$ cat config.mk
export PLATFORM = sky130hd
export DESIGN_NAME = router_xy_credit
export DESIGN_NICKNAME = d
export VERILOG_FILES = /design/src/rtl/router_xy_credit.sv
export SDC_FILE = /design/constraint.sdc
export NUM_CORES = 1
export LEC_CHECK = 0
export ABC_CLOCK_PERIOD_IN_PS = 4910
export BUFFER_PORTS_ARGS = -buffer_cell sky130_fd_sc_hd__buf_2
export CORE_MARGIN = 3
export CORE_UTILIZATION = 55
export DETAILED_ROUTE_END_ITERATION = 10
export PLACE_DENSITY = 0.83
export SYNTH_ARGS = -nofsm -noshare
export SYNTH_HDL_FRONTEND = slang
export SYNTH_SLANG_ARGS = --single-unit
export TNS_END_PERCENT = 100
$ cat constraint.sdc
create_clock -name clock -period 4.91 [get_ports clock]
set_input_delay 0.7365 -clock clock [delete_from_list [all_inputs] [get_ports clock]]
set_output_delay 0.7365 -clock clock [all_outputs]
set_load 0.01 [all_outputs]
$ cat src/rtl/router_xy_credit.sv
// 5-port wormhole NoC router (port order E, W, N, S, LOCAL): per-input FIFOs, XY routing,
// per-output round-robin arbitration with wormhole locking, and credit flow control.
module router_xy_credit #(
    parameter int         FLIT_WIDTH   = 16,
    parameter int         BUFFER_DEPTH = 4,
    parameter logic [7:0] ADDRESS      = 8'h00
) (
    input  logic                    clock,
    input  logic                    reset,
    input  logic [4:0]              rx,
    input  logic [5*FLIT_WIDTH-1:0] data_i,
    output logic [4:0]              credit_o,
    output logic [4:0]              tx,
    output logic [5*FLIT_WIDTH-1:0] data_o,
    input  logic [4:0]              credit_i
);
    localparam int PW = (BUFFER_DEPTH > 1) ? $clog2(BUFFER_DEPTH) : 1;
    localparam int CW = PW + 1;

    localparam logic [2:0] P_EAST  = 3'd0;
    localparam logic [2:0] P_WEST  = 3'd1;
    localparam logic [2:0] P_NORTH = 3'd2;
    localparam logic [2:0] P_SOUTH = 3'd3;
    localparam logic [2:0] P_LOCAL = 3'd4;

    typedef enum logic [1:0] {IDLE, ROUTE, SIZE, PAYLOAD} in_state_t;

    logic [FLIT_WIDTH-1:0] head [5];
    logic [2:0]            route [5];
    logic [2:0]            grant_idx [5];
    logic [4:0]            not_empty;
    logic [4:0]            req_valid;
    logic [4:0]            release_flit;
    logic [4:0]            pop;

    genvar gi;

    for (gi = 0; gi < 5; gi++) begin : g_in
        logic [FLIT_WIDTH-1:0] mem_reg [BUFFER_DEPTH];
        logic [PW-1:0]         wr_ptr_reg;
        logic [PW-1:0]         rd_ptr_reg;
        logic [CW-1:0]         count_reg;
        logic [FLIT_WIDTH-1:0] cnt_reg, cnt_next;
        in_state_t             state_reg, state_next;
        logic                  wr_en;
        logic                  req_local, rel_local;
        logic [3:0]            hdr_x, hdr_y;

        assign credit_o[gi]  = (count_reg != CW'(BUFFER_DEPTH)) && !reset;
        assign wr_en         = rx[gi] && credit_o[gi];
        assign not_empty[gi] = (count_reg != '0);
        assign head[gi]      = mem_reg[rd_ptr_reg];

        always_ff @(posedge clock) begin
            if (wr_en)
                mem_reg[wr_ptr_reg] <= data_i[gi*FLIT_WIDTH +: FLIT_WIDTH];
        end

        always_ff @(posedge clock) begin
            if (reset) begin
                wr_ptr_reg <= '0;
                rd_ptr_reg <= '0;
                count_reg  <= '0;
            end else begin
                if (wr_en)
                    wr_ptr_reg <= wr_ptr_reg + PW'(1);
                if (pop[gi])
                    rd_ptr_reg <= rd_ptr_reg + PW'(1);
                if (wr_en && !pop[gi])
                    count_reg <= count_reg + CW'(1);
                else if (!wr_en && pop[gi])
                    count_reg <= count_reg - CW'(1);
            end
        end

        // Route is only meaningful while the head flit is a header (IDLE/ROUTE).
        assign hdr_x = head[gi][7:4];
        assign hdr_y = head[gi][3:0];
        assign route[gi] = (hdr_x > ADDRESS[7:4]) ? P_EAST  :
                           (hdr_x < ADDRESS[7:4]) ? P_WEST  :
                           (hdr_y > ADDRESS[3:0]) ? P_NORTH :
                           (hdr_y < ADDRESS[3:0]) ? P_SOUTH : P_LOCAL;

        always_ff @(posedge clock) begin
            if (reset) begin
                state_reg <= IDLE;
                cnt_reg   <= '0;
            end else begin
                state_reg <= state_next;
                cnt_reg   <= cnt_next;
            end
        end

        always_comb begin
            state_next = state_reg;
            cnt_next   = cnt_reg;
            case (state_reg)
                IDLE:    if (not_empty[gi]) state_next = ROUTE;
                ROUTE:   if (pop[gi]) state_next = SIZE;
                SIZE: begin
                    if (pop[gi]) begin
                        cnt_next   = head[gi];
                        state_next = (head[gi] == '0) ? IDLE : PAYLOAD;
                    end
                end
                PAYLOAD: begin
                    if (pop[gi]) begin
                        cnt_next = cnt_reg - FLIT_WIDTH'(1);
                        if (cnt_reg == FLIT_WIDTH'(1))
                            state_next = IDLE;
                    end
                end
                default: state_next = IDLE;
            endcase
        end

        // Requesting already in IDLE lets a header arbitrate the cycle it becomes visible.
        always_comb begin
            req_local = 1'b0;
            rel_local = 1'b0;
            case (state_reg)
                IDLE, ROUTE: req_local = not_empty[gi];
                SIZE:        rel_local = pop[gi] && (head[gi] == '0);
                PAYLOAD:     rel_local = pop[gi] && (cnt_reg == FLIT_WIDTH'(1));
                default:     ;
            endcase
        end

        assign req_valid[gi]    = req_local;
        assign release_flit[gi] = rel_local;

        a_no_overrun: assert property (@(posedge clock) disable iff (reset)
            !(rx[gi] && !credit_o[gi]));
    end

    // An input owns at most one output, so any tx naming it as grantee pops its FIFO.
    always_comb begin
        pop = '0;
        for (int i = 0; i < 5; i++)
            for (int o = 0; o < 5; o++)
                if (tx[o] && (grant_idx[o] == 3'(i)))
                    pop[i] = 1'b1;
    end

    for (gi = 0; gi < 5; gi++) begin : g_out
        logic       gv_reg;
        logic [2:0] gidx_reg, ptr_reg, winner, rr_idx;
        logic [3:0] rr_sum;
        logic [4:0] req_vec;
        logic       found, release_out;

        always_comb begin
            req_vec = '0;
            for (int i = 0; i < 5; i++)
                req_vec[i] = req_valid[i] && (route[i] == 3'(gi));
        end

        always_comb begin
            found  = 1'b0;
            winner = '0;
            rr_idx = '0;
            rr_sum = '0;
            for (int k = 0; k < 5; k++) begin
                rr_sum = {1'b0, ptr_reg} + 4'(k);
                rr_idx = (rr_sum >= 4'd5) ? 3'(rr_sum - 4'd5) : rr_sum[2:0];
                if (!found && req_vec[rr_idx]) begin
                    found  = 1'b1;
                    winner = rr_idx;
                end
            end
        end

        assign release_out = gv_reg && release_flit[gidx_reg];

        // The lock holds until the release flit leaves; arbitration resumes next cycle.
        always_ff @(posedge clock) begin
            if (reset) begin
                gv_reg   <= 1'b0;
                gidx_reg <= '0;
                ptr_reg  <= '0;
            end else if (gv_reg) begin
                if (release_out)
                    gv_reg <= 1'b0;
            end else if (found) begin
                gv_reg   <= 1'b1;
                gidx_reg <= winner;
                ptr_reg  <= (winner == 3'd4) ? 3'd0 : winner + 3'd1;
            end
        end

        assign grant_idx[gi] = gidx_reg;
        assign tx[gi] = gv_reg && not_empty[gidx_reg] && credit_i[gi] && !reset;
        assign data_o[gi*FLIT_WIDTH +: FLIT_WIDTH] = tx[gi] ? head[gidx_reg] : '0;
    end
endmodule

==> impl_metrics.ini <==
[outcome]
status = complete, no violations

[drt]
drt-initial-drc-count = 3037
vias = 21851
first_pass_iters = 8
drc_errors = 0
drt-total-wl_um = 82450
ant_nets = 0
viasPerCell = 6.805
avgRoutedWirePerCell_um = 25.68

[sta]
holdWs_ns = 0.3455
tns_ns = 0
period_needed_ns = 4.612
setup-violations-final = 0
final_max_slew_viol_count = 0
fin_crit_sh = 0.9394
slew_headroom = 0.2947
rsz0062_at_grt = no
layout_setup_ws_ns = 0.2977
skew_ns = 0.02362
worst_pin_slew_ns = 1.058
hold_violations = 0
max_freq_ghz = 0.2168

[worst_setup_path]
cpMostUsedCell = nor3_1
cpLargestDelayFamily = simple AND/OR/NAND/NOR gates
crit_arrival_ns = 5.11
startpoint_type = register
worstPathCellList = buf_4 > mux4_2 > or4_1 > nor3_1 > o2111a_1 > a22o_1 > nor3_1 > and4_1 > nor4_1 > nor2_1 > ha_1 > a211o_1 > a311oi_1
slowest_stage = mux4_2
path_buf_inv = 1
crit_type = register to register
cp.required_ns = 5.41
worst-path-max-fanout = 6
cpPeakStageDelay_ns = 0.64
end_kind = register

[synth]
postSynthAreaPerCell_um2 = 10.94
async_flop_share = 0
syn_nets = 2571
synth_ff_type = edfxtp_1
yosys-top-cells-area = edfxtp_1 37%, dfxtp_1 12%, mux4_2 11%, nor2_1 3.5%, ha_1 3.1%
ys_seq_area_frac = 0.4852
syn_area_um2 = 26320
ys_ff_latch = 478
ys_warn_count = 0
synth_top_area_cell = edfxtp_1
syn_inst = 2406
synth_edf_count = 320
synth.distinct_cells = 89
netlist.area_leader.share = 0.3651

[layout]
fin_nets = 2725
final_util = 0.6337
drive_gt1_frac = 0.2000
seqCellArea_um2 = 12780
largest_reg_flops = 320
fill_cells = 3413
multiInputGateArea_um2 = 12700
fin_area_um2 = 29750
syn2layout_area_growth_pct = 13.04

[power]
power_frac_clock = 0.290
p_leak_nw = 10.58
comb_power_share = 0.356
peakVddDrop_uv = 431.1
intPower_mw = 8.617
switchingPower_mw = 4.841
pwr-share-seq = 0.354
switching_share = 0.3597
power.density_nw_per_um2 = 452.3

[floorplanning]
rows = 79
fp.dieArea_um2 = 50520
fp.dieH_um = 224.8
coreArea_um2 = 46950
die_w_um = 224.8
initial_core_util = 0.5606
io_pins = 182

[place]
gp_congestion = 0.9939
dp_hpwl_um = 59500
dp_slack_ns = 0.1757
placed_area_um2 = 28040
portBuffers = 181

[clock_network]
numCtsBuffers = 48
clock_sinks = 478
h-tree-depth = 2
postCtsHoldBufs = 0
post_cts_buffers = 0
clk_path_buf_depth = 3
insertion_delay_ns = 0.61
tritoncts = built
cts_root_buffer = clkbuf_16
clk_pin_slew_worst_paths_ns = 0.07

[global_route]
grt_pass1_wl_um = 124700
grtUsageTotal = 0.3204
grt_max_degree = 114
grt_overflow_total = 0
antenna_found_initial = 4
grt_pass1_vias = 20955

[job]
maxCapViolCount = 0

[min_path]
hold_path_class = primary input to register
stage by stage:
step,power (mW),instances
2_1_floorplan,7.967,2406
3_3_place_gp,9.418,3117
3_5_place_dp,9.479,3117
4_1_cts,13.36,3207
5_1_grt,14.05,3210
6_report,13.46,3211
cell type report:
class                           instances  area share
Antenna cell                            4   0.0003364
Clock buffer                           65     0.04554
Clock inverter                         25     0.01106
Inverter                               82     0.01034
Multi-Input combinational cell       1689      0.4267
Sequential cell                       478      0.4294
Tap cell                              607     0.02552
Timing Repair Buffer                  261     0.05113
cells in the mapped netlist, drive strengths merged, types with 8 or more instances:
cell / n
a211oi: 35
a21o: 10
a21oi: 122
a221oi: 10
a22o: 19
a22oi: 24
a31oi: 17
a32o: 29
and2: 25
and3: 30
buf: 18
clkbuf: 139
dfxtp: 158
edfxtp: 320
fa: 8
ha: 65
inv: 82
mux2: 20
mux2i: 51
mux4: 126
nand2: 194
nand2b: 23
nand3: 57
nand4: 14
nand4b: 9
nor2: 244
nor2b: 14
nor3: 71
nor3b: 10
nor4: 43
o211ai: 13
o21ai: 163
o22ai: 17
o31ai: 19
o32ai: 11
or3: 33
or4: 21
xnor2: 19
xor2: 17
path summary, 6_finish.rpt:
check	start	endpoint	slack, ns	depth (start not counted)
max	register	g_out[2].ptr_reg[2]	0.30	13
min	data_i[32]	g_in[2].mem_reg[0][0]	0.35	1
max reg2reg	register	g_out[2].ptr_reg[2]	0.30	13
min reg2reg	g_in[4].cnt_reg[11]	g_in[4].cnt_reg[11]	0.48	2
placed cells by master (no fill, tap or decap), drive strengths merged, types with 57 or more instances in the layout:
cell type	n
nor3	71
o21ai	163
mux4	126
inv	86
edfxtp	320
dfxtp	158
ha	65
nand2	194
a21oi	122
clkbuf	65
nand3	57
nor2	244
buf	261
power groups by stage:
stage	combinational, mW	sequential (mW)	clock, mW
5_1_grt	5.17	4.79	4.09
3_5_place_dp	4.64	4.84	0
2_1_floorplan	3.27	4.69	0
3_3_place_gp	4.60	4.82	0
6_report	4.80	4.76	3.90
4_1_cts	4.68	4.75	3.92
layer usage:
layer / global-route usage / vias to the layer above / wire, um
met5: 0 / - / 0
li1: - / 9542 / -
met1: 0.4372 / 10629 / 31670
met2: 0.4936 / 1413 / 37590
met4: 0.1456 / 0 / 4192
met3: 0.07387 / 267 / 9004
cells by family after synthesis:
logic type      Yosys count  synth area share
buf+inv                 239           0.03517
compound gates          561            0.1414
simple gates            822            0.1535
fa+ha+maj                73           0.03698
mux                     197            0.1358
xor+xnor                 36           0.01198
flops                   478            0.4852
repair_timing:
action                                  CTS  global route
endpoints found under the setup margin    0             3
hold endpoints to repair                  0             0
gates resized for setup                   0             3
Power figures use the tool's default switching activity.
